[src/rtl/fetch_sequencer.sv]
// fetch_sequencer: steps one instruction at a time through fetch, decode,
// execute and advance, handing the program counter a start pulse on launch
// and an advance pulse (with branch information) after each retired
// instruction. Counts retired instructions with saturation.
module fetch_sequencer #(
  parameter int COUNT_W = 16
) (
  input  logic               clock,
  input  logic               reset,
  input  logic               start,
  input  logic [8:0]         pc,
  input  logic               done,
  input  logic [8:0]         imem_data,
  input  logic               exec_ready,
  input  logic               cond_flag,
  output logic               pc_start,
  output logic [8:0]         imem_addr,
  output logic [8:0]         instr,
  output logic               instr_valid,
  output logic               nextIns,
  output logic               jumpFlag,
  output logic [7:0]         target,
  output logic               busy,
  output logic               prog_done,
  output logic [COUNT_W-1:0] instr_count
);

  typedef enum logic [2:0] {
    ST_IDLE    = 3'd0,
    ST_LAUNCH  = 3'd1,
    ST_FETCH   = 3'd2,
    ST_DECODE  = 3'd3,
    ST_EXEC    = 3'd4,
    ST_ADVANCE = 3'd5,
    ST_DONE    = 3'd6
  } state_t;

  localparam logic [COUNT_W-1:0] COUNT_ONE = {{(COUNT_W-1){1'b0}}, 1'b1};
  localparam logic [COUNT_W-1:0] COUNT_MAX = {COUNT_W{1'b1}};

  state_t               state_r;
  state_t               state_next_s;
  logic [8:0]           instr_r;
  logic                 instr_valid_r;
  logic [COUNT_W-1:0]   count_r;
  logic                 pc_start_r;
  logic                 busy_r;
  logic                 prog_done_r;
  logic                 next_ins_r;
  logic                 jump_s;
  logic [7:0]           target_s;

  // Branch decision: opcode 110 always jumps, 111 jumps on the condition.
  function automatic logic branch_taken(input logic [8:0] word, input logic cond);
    logic taken;
    case (word[8:6])
      3'b110:  taken = 1'b1;
      3'b111:  taken = cond;
      default: taken = 1'b0;
    endcase
    return taken;
  endfunction

  // State register; reset forces IDLE from any state.
  always_ff @(posedge clock) begin
    if (reset) begin
      state_r <= ST_IDLE;
    end else begin
      state_r <= state_next_s;
    end
  end

  // Next-state logic for the fetch/execute loop.
  always_comb begin
    state_next_s = state_r;
    case (state_r)
      ST_IDLE: begin
        if (start) begin
          state_next_s = ST_LAUNCH;
        end else begin
          state_next_s = ST_IDLE;
        end
      end
      ST_LAUNCH: state_next_s = ST_FETCH;
      ST_FETCH:  state_next_s = ST_DECODE;
      ST_DECODE: begin
        if (done) begin
          state_next_s = ST_DONE;
        end else begin
          state_next_s = ST_EXEC;
        end
      end
      ST_EXEC: begin
        if (exec_ready) begin
          state_next_s = ST_ADVANCE;
        end else begin
          state_next_s = ST_EXEC;
        end
      end
      ST_ADVANCE: state_next_s = ST_FETCH;
      ST_DONE: begin
        if (start) begin
          state_next_s = ST_LAUNCH;
        end else begin
          state_next_s = ST_DONE;
        end
      end
      default: state_next_s = ST_IDLE;
    endcase
  end

  // Instruction latch, valid flag and saturating retire counter.
  always_ff @(posedge clock) begin
    if (reset) begin
      instr_r       <= 9'h000;
      instr_valid_r <= 1'b0;
      count_r       <= '0;
    end else begin
      case (state_r)
        ST_LAUNCH: begin
          count_r <= '0;
        end
        ST_DECODE: begin
          if (!done) begin
            instr_r       <= imem_data;
            instr_valid_r <= 1'b1;
          end
        end
        ST_ADVANCE: begin
          instr_valid_r <= 1'b0;
          if (count_r != COUNT_MAX) begin
            count_r <= count_r + COUNT_ONE;
          end
        end
        default: begin
          instr_r <= instr_r;
        end
      endcase
    end
  end

  // Status and pulse outputs registered from the upcoming state so they
  // line up exactly with the state they describe.
  always_ff @(posedge clock) begin
    if (reset) begin
      pc_start_r  <= 1'b0;
      busy_r      <= 1'b0;
      prog_done_r <= 1'b0;
      next_ins_r  <= 1'b0;
    end else begin
      pc_start_r  <= (state_next_s == ST_LAUNCH);
      busy_r      <= (state_next_s != ST_IDLE) && (state_next_s != ST_DONE);
      prog_done_r <= (state_next_s == ST_DONE);
      next_ins_r  <= (state_next_s == ST_ADVANCE);
    end
  end

  // Branch outputs; the condition is sampled live during the advance cycle.
  always_comb begin
    jump_s   = 1'b0;
    target_s = 8'h00;
    if (next_ins_r && branch_taken(instr_r, cond_flag)) begin
      jump_s   = 1'b1;
      target_s = {2'b00, instr_r[5:0]};
    end else begin
      jump_s   = 1'b0;
      target_s = 8'h00;
    end
  end

  assign imem_addr   = pc;
  assign instr       = instr_r;
  assign instr_valid = instr_valid_r;
  assign instr_count = count_r;
  assign pc_start    = pc_start_r;
  assign busy        = busy_r;
  assign prog_done   = prog_done_r;
  assign nextIns     = next_ins_r;
  assign jumpFlag    = jump_s;
  assign target      = target_s;

endmodule
[config.mk]
export PLATFORM = sky130hd
export DESIGN_NAME = fetch_sequencer
export DESIGN_NICKNAME = d
export VERILOG_FILES = /design/src/rtl/fetch_sequencer.sv
export SDC_FILE = /design/constraint.sdc
export NUM_CORES = 1
export LEC_CHECK = 0
export CAP_MARGIN = 20
export CELL_PAD_IN_SITES_DETAIL_PLACEMENT = 1
export CELL_PAD_IN_SITES_GLOBAL_PLACEMENT = 1
export CORE_MARGIN = 2
export CORE_UTILIZATION = 30
export DETAILED_ROUTE_END_ITERATION = 6
export MAX_ROUTING_LAYER = met4
export PLACE_DENSITY = 0.82
export SYNTH_ARGS = -nofsm -noshare
export SYNTH_HDL_FRONTEND = slang
export SYNTH_SLANG_ARGS = --single-unit
[constraint.sdc]
create_clock -name clock -period 2.2 [get_ports clock]
set_clock_uncertainty 0.15 [all_clocks]
set_input_delay 0.33 -clock clock [delete_from_list [all_inputs] [get_ports clock]]
set_output_delay 0.33 -clock clock [all_outputs]
set_load 0.005 [all_outputs]
==> results of run 1 <==
-- cell usage in the layout (no fill, tap or decap), drive strengths merged, types with 2 or more instances in the layout --
master         instances
clkdlybuf4s50         45
dfxtp                 33
nand2                 31
a21oi                 22
buf                   17
or4                    9
nor2                   8
nor3                   7
nand4                  7
inv                    6
and2                   6
o31ai                  6
clkbuf                 6
nand3                  5
nor2b                  5
o21ai                  4
nor4                   4
dlygate4sd2            4
o21a                   3
or3                    3
mux2i                  3
a221oi                 2
o22ai                  2
nor4b                  2
a31oi                  2
conb                   2
clkinv                 2
dlymetal6s2s           2
and3                   2
-- registers in the layout (all words and copies together) (netlist names) --
| signal | cells |
|---|---|
| busy | 1 |
| instr_valid | 1 |
| prog_done | 1 |
| nextIns | 1 |
| instr | 9 |
| instr_count | 16 |
| pc_start | 1 |
| state_r | 3 |
-- report_power, final --
part / internal [mW] / total, mW / switching (mW)
logic: 0.0670 / 0.131 / 0.0643
clock network: 0.219 / 0.449 / 0.230
registers: 0.608 / 0.616 / 0.00777
-- how the worst max path moves through the flow --
stage | from | depth (start not counted) | to
2_1_floorplan | instr_count[0]$_SDFFE_PP0P_ | 5 | instr_count[15]$_SDFFE_PP0P_
3_3_place_gp | cond_flag | 6 | target[2]
3_5_place_dp | cond_flag | 6 | target[2]
4_1_cts | cond_flag | 6 | target[3]
5_1_grt | cond_flag | 8 | target[4]
6_report | cond_flag | 8 | target[4]
-- logic make-up after synthesis --
| group | count (synthesis) | synth area share [%] |
|---|---|---|
| simple gates | 96 | 32.3 |
| compound gates | 47 | 17.4 |
| flops | 33 | 39.0 |
| buf+inv | 25 | 8.12 |
| mux | 3 | 1.77 |
| fa+ha+maj | 1 | 0.738 |
| other cells | 1 | 0.221 |
| xor+xnor | 1 | 0.517 |
-- metal layers --
metal  wire, um  GRT usage [%]  vias up
met3        194           3.41        9
met4         81           5.17        0
met2       2570           27.4       41
li1           -              -      856
met5          0              -        -
met1       2300           21.4      839
-- worst max-delay path, cell delays in order --
cell and delay, ns:
sky130_fd_sc_hd__clkdlybuf4s50_1 0.46, sky130_fd_sc_hd__inv_1 0.04, sky130_fd_sc_hd__a21oi_1 0.13, sky130_fd_sc_hd__buf_4 0.15, sky130_fd_sc_hd__buf_4 0.10, sky130_fd_sc_hd__buf_4 0.09, sky130_fd_sc_hd__and2_1 0.13, sky130_fd_sc_hd__dlygate4sd2_1 0.23
-- through the flow --
| stage | setup WS [ns] | hold slack (ns) | instance area (um2) | TNS (ns) | util [%] |
|---|---|---|---|---|---|
| after global routing | -0.0145 | 0.356 | 2390 | -0.0183 | 43.8 |
| after CTS | 0.000393 | 0.326 | 2370 | 0 | 43.4 |
| after global placement | 0.0293 | 0.297 | 2290 | 0 | 41.8 |
| after detailed placement | -0.0123 | 0.317 | 2290 | -0.0418 | 41.8 |
| after floorplan | 0.290 | 0.275 | 1700 | 0 | - |
| final | 0.0619 | 0.322 | 2390 | 0 | 43.8 |
-- area by class of cell --
class                   instances  area (um2)  share of cell area (%)
inverters                       6        22.5                   0.940
multi-input cells             150         901                    37.6
repair buffers                 68         638                    26.6
flip-flops and latches         33         661                    27.6
well taps                      72        90.1                    3.76
clock buffers                   6        72.6                    3.03
clock inverters                 2        10.0                   0.418
-- repair_timing --
action | 4_1_cts | 5_1_grt
setup buffers | 1 | 2
endpoints found under the hold margin | 0 | 0
gates resized for setup | 4 | 2
endpoints found under the setup margin | 6 | 2
==> out/results.ini, run 1 <==
[floorplan]
initial_utilization_pct=31.0
design.core.area_um2=5470
core.rowCount=27
die_x_um=79.2
dieArea_um2=6270
pin_count=72
fp.dieH_um=79.2

[clock_tree]
insertion_delay_ns=0.29
cts.sink_count=33
cts_inserted_buffers=5
post_cts_hold_buffer_count=0
htree_levels=2
reg_clk_slew_reported_paths_ns=0.07
tritoncts=built
buffer_depth_of_the_longest_clock_path=2
ctsRootBufferMaster=sky130_fd_sc_hd__clkbuf_8

[global_routing]
grt.total_usage_pct=16.9
first_global_vias=1715
grt_antenna_before_repair=0
grt_pass1_wl_um=8180
grt_overflow_total=0
grt_start_max_net_pins=14

[routing]
detailedRoute.firstIterationViolations=54
detailroute.via_count=1745
avgRoutedWirePerCell_um=15.3
totalWireLength_um=5150
vias_per_cell=5.18
postRouteAntennaNets=0
post-route-drc-count=0
drt-pass1-iter-count=4

[synth]
yosysMostFrequentCell=sky130_fd_sc_hd__dfxtp_1
post_synthesis_instance_area_um2=1700
synth-edff-count=0
synthArstFlopShare_pct=0
ys.flop_type=sky130_fd_sc_hd__dfxtp_1
synth-seq-cells=33
synth_sequential_area_ratio_pct=39.0
cell_taking_the_most_area_after_synthesis=sky130_fd_sc_hd__dfxtp_1
synthCells=207
netlist.area_leader.share_pct=39.0
avgSynthCellArea_um2=8.19
synth.area.top_cells=sky130_fd_sc_hd__dfxtp_1 39%, sky130_fd_sc_hd__nand2_1 6.9%, sky130_fd_sc_hd__a21oi_1 6.5%
post_synth_most_frequent_cells=33 x sky130_fd_sc_hd__dfxtp_1, 31 x sky130_fd_sc_hd__nand2_1, 22 x sky130_fd_sc_hd__a21oi_1
yosysWarningCount=0
synth_cell_types=47

[sta]
timing_worst_slew_pin_value_ns=0.495
achievable-frequency_mhz=468
timing_hold_violations_final=0
final-max-slew-violation-count=0
final_min_period_over_clock_period_pct=97.2
finalCriticalPeriod_ns=2.14
finalSetupViolCount=0
maxSlewHeadroom_pct=66.2

[critical_path]
regToRegEndpoint=instr_count[15]$_SDFFE_PP0P_
cp_data_required_time_ns=1.72
type_of_the_setup_path_with_the_least_slack=input port to output pin
worstSetupEndpointType=output pin
critPathMaxFanout=5
reg2reg_depth=4
r2r-start=instr_count[8]$_SDFFE_PP0P_
startpoint_type=input port
setup.reg_to_reg.worst_slack_ns=0.24
critPathArrivalTime_ns=1.66

[power_and_ir_drop]
total_leakage_power_nw=0.879
fin_total_pwr_mw=1.20
pwr_density_cell_nw_per_um2=500
power.ir.vdd_worst_mv=0.284

[run_status]
run_status=finished, final reports clean

[layout]
fin_nets=289
area_growth_pct=41.3
nFillCells=668
final_cells=337
post_route_cells_drive_above_1_share_pct=12.1
antenna_cells_inserted=0

[placed_design]
place_hpwl_um=3840
gp_routability_congestion=0.817
placement.io_buffers=51
cell_total_after_placement=326

[min_path]
hold-path-cell-count=2
worst_hold_path_type=flop to flop
hold_start=instr[3]$_SDFFE_PP0P_
min_to=instr[3]$_SDFFE_PP0P_

[run]
drv.max_cap_violation_count=0

(Power assumes the default switching activity.)
==> run 2: changes to the inputs <==
--- a/config.mk
+++ b/config.mk
@@ -5,9 +5,9 @@
 export SDC_FILE = /design/constraint.sdc
 export NUM_CORES = 1
 export LEC_CHECK = 0
-export CAP_MARGIN = 20
 export CELL_PAD_IN_SITES_DETAIL_PLACEMENT = 1
 export CELL_PAD_IN_SITES_GLOBAL_PLACEMENT = 1
+export CORE_ASPECT_RATIO = 0.75
 export CORE_MARGIN = 2
 export CORE_UTILIZATION = 30
 export DETAILED_ROUTE_END_ITERATION = 6
==> constraint.sdc (replaced) <==
create_clock -name clock -period 2.4 [get_ports clock]
set_clock_uncertainty 0.15 [all_clocks]
set_input_delay 0.36 -clock clock [delete_from_list [all_inputs] [get_ports clock]]
set_output_delay 0.36 -clock clock [all_outputs]
set_load 0.005 [all_outputs]
==> out/results.ini, run 2 (same netlist as run 1, synthesis figures left out) <==
[clock_tree]
post_cts_hold_buffer_count=0  ; unchanged
ctsRootBufferMaster=sky130_fd_sc_hd__clkbuf_8
cts.sink_count=33  ; unchanged
tritoncts=built
reg_clk_slew_reported_paths_ns=0.06  ; about the same
cts_setup_buffers=0  ; -1
cts_inserted_buffers=5  ; unchanged
buffer_depth_of_the_longest_clock_path=2  ; unchanged
cts.repair.resized=0  ; -4
htree_levels=2  ; unchanged
insertion_delay_ns=0.28  ; about the same

[routing]
vias_per_cell=5.08  ; -1.8%
totalWireLength_um=5140  ; about the same
postRouteAntennaNets=0  ; unchanged
drt-pass1-iter-count=4  ; unchanged
post-route-drc-count=0  ; unchanged
detailedRoute.firstIterationViolations=152  ; +180%
avgRoutedWirePerCell_um=15.4  ; +1.1%
detailroute.via_count=1693  ; -3.0%

[sta]
timing_hold_violations_final=0  ; unchanged
final_min_period_over_clock_period_pct=95.0
finalSetupViolCount=0  ; unchanged
hold-worst-slack_ns=0.318  ; -0.00424 ns
maxSlewHeadroom_pct=63.0  ; -3.1 points
timing_worst_slew_pin_value_ns=0.541  ; +0.0459 ns
final-max-slew-violation-count=0  ; unchanged
unrepaired_setup_endpoints_after_global_routing=false
achievable-frequency_mhz=438
finalCriticalPeriod_ns=2.28
post_route_setup_tns_ns=0  ; unchanged

[run_status]
run_status=finished, final reports clean

[global_routing]
groute.layer.met3.usage_pct=3.72  ; +0.31 points
first_global_vias=1634  ; -4.7%
grt_antenna_before_repair=0  ; unchanged
grt_busiest_layer=met2
met1_use_gr_pct=23.5  ; +2.1 points
gr-usage-met2_pct=25.3  ; -2.1 points
grt_overflow_total=0  ; unchanged
grt_start_max_net_pins=14  ; unchanged
grt.total_usage_pct=17.2  ; +0.21 points
grt_pass1_wl_um=8430  ; +3.0%

[min_path]
hold_start=instr_valid$_SDFFE_PP0P_
hold-path-cell-count=2  ; unchanged
min_to=instr_valid$_SDFFE_PP0P_
worst_hold_path_type=flop to flop

[critical_path]
max_stage_delay_ns=0.49  ; +0.03 ns
reg2reg_depth=4  ; unchanged
type_of_the_setup_path_with_the_least_slack=input port to output pin
timing.critical_path.cells=clkdlybuf4s50_1 -> inv_1 -> a21oi_1 -> buf_4 -> and2_1 -> clkdlybuf4s50_1
crit_buf_inv=4  ; -2
worstSetupEndpointType=output pin
regToRegEndpoint=instr_count[11]$_SDFFE_PP0P_
cp_data_required_time_ns=1.89  ; +0.17 ns
crit_path_frequent_cell=sky130_fd_sc_hd__clkdlybuf4s50_1
timing.critical_path.max_delay_family=buffers and inverters
critical_path.slowest_cell=sky130_fd_sc_hd__clkdlybuf4s50_1
critPathArrivalTime_ns=1.77  ; +0.11 ns
startpoint_type=input port
r2r-start=instr_count[2]$_SDFFE_PP0P_
setup.reg_to_reg.worst_slack_ns=0.38  ; +0.14 ns
critPathMaxFanout=7  ; +2

[layout]
most_frequent_standard_cell_in_the_layout_excluding_fill_and_tap_cells=sky130_fd_sc_hd__clkdlybuf4s50_1
antenna_cells_inserted=0  ; unchanged
layout.cells.most_common_list=51 x sky130_fd_sc_hd__clkdlybuf4s50_1, 33 x sky130_fd_sc_hd__dfxtp_1, 31 x sky130_fd_sc_hd__nand2_1, 22 x sky130_fd_sc_hd__a21oi_1, 10 x sky130_fd_sc_hd__buf_4
post_route_cells_drive_above_1_share_pct=9.69  ; -2.4 points
fin_nets=282  ; -2.4%
area_growth_pct=40.4
largest_reg_flops=16  ; unchanged

[power_and_ir_drop]
pwr_density_cell_nw_per_um2=513  ; +2.8%
power.ir.vdd_worst_mv=0.228  ; -20%
fin_total_pwr_mw=1.22  ; +2.1%
total_leakage_power_nw=0.799  ; -9.0%

[floorplan]
core.rowCount=23  ; -15%
pin_count=72  ; unchanged
design.core.area_um2=5410  ; -1.1%
initial_utilization_pct=31.3  ; +0.36 points
die_x_um=90.8  ; +15%
dieArea_um2=6280  ; +0.10%
fp.dieH_um=69.1  ; -13%

[run]
drv.max_cap_violation_count=0  ; unchanged

[placed_design]
place_hpwl_um=3870  ; +0.75%
gp_routability_congestion=0.792  ; -3.0%
placement.io_buffers=51  ; unchanged

[run 2: where the power goes]
group	switching [mW]	internal (mW)
clock network	0.202	0.338
registers	0.00881	0.558
logic	0.0568	0.0581
total	0.268	0.954
[run 2: cell type report]
type	count	area (um2)
fillers	663	3030
multi-input cells	150	901
flip-flops and latches	33	661
repair buffers	61	586
well taps	75	93.8
clock buffers	7	86.3
clock inverters	1	30.0
inverters	6	22.5
[run 2: worst max-delay path by stage]
stage                                         to                   startpoint  cells past startpoint
floorplan           instr_count[15]$_SDFFE_PP0P_  instr_count[0]$_SDFFE_PP0P_                      5
global placement                       target[1]                    cond_flag                      6
detailed placement                     target[4]                    cond_flag                      6
CTS                                    target[4]                    cond_flag                      6
global route                           target[4]                    cond_flag                      6
finish                                 target[4]                    cond_flag                      6
[run 2: worst reg2reg max path: stages (launching register included)]
cell	delay [ns]
sky130_fd_sc_hd__dfxtp_1	0.47
sky130_fd_sc_hd__and3_2	0.27
sky130_fd_sc_hd__nand4_2	0.26
sky130_fd_sc_hd__nor4b_1	0.56
sky130_fd_sc_hd__mux2i_1	0.25
[run 2: per-stage QoR]
| step | setup slack (ns) | utilization (%) | cells | area [um2] |
|---|---|---|---|---|
| floorplan | 0.490 | - | 208 | 1700 |
| global placement | 0.164 | 41.8 | 325 | 2260 |
| detailed placement | 0.112 | 41.8 | 325 | 2260 |
| CTS | 0.104 | 44.0 | 333 | 2380 |
| global route | 0.0260 | 44.0 | 333 | 2380 |
| finish | 0.119 | 44.0 | 333 | 2380 |
[run 2: per-layer routing]
layer | vias up | part of all wire, % | routed length (um)
met5 | - | 0 | 0
met4 | 0 | 1.1 | 55
met3 | 7 | 4.4 | 226
met2 | 42 | 45 | 2320
met1 | 804 | 50 | 2550
li1 | 840 | - | -
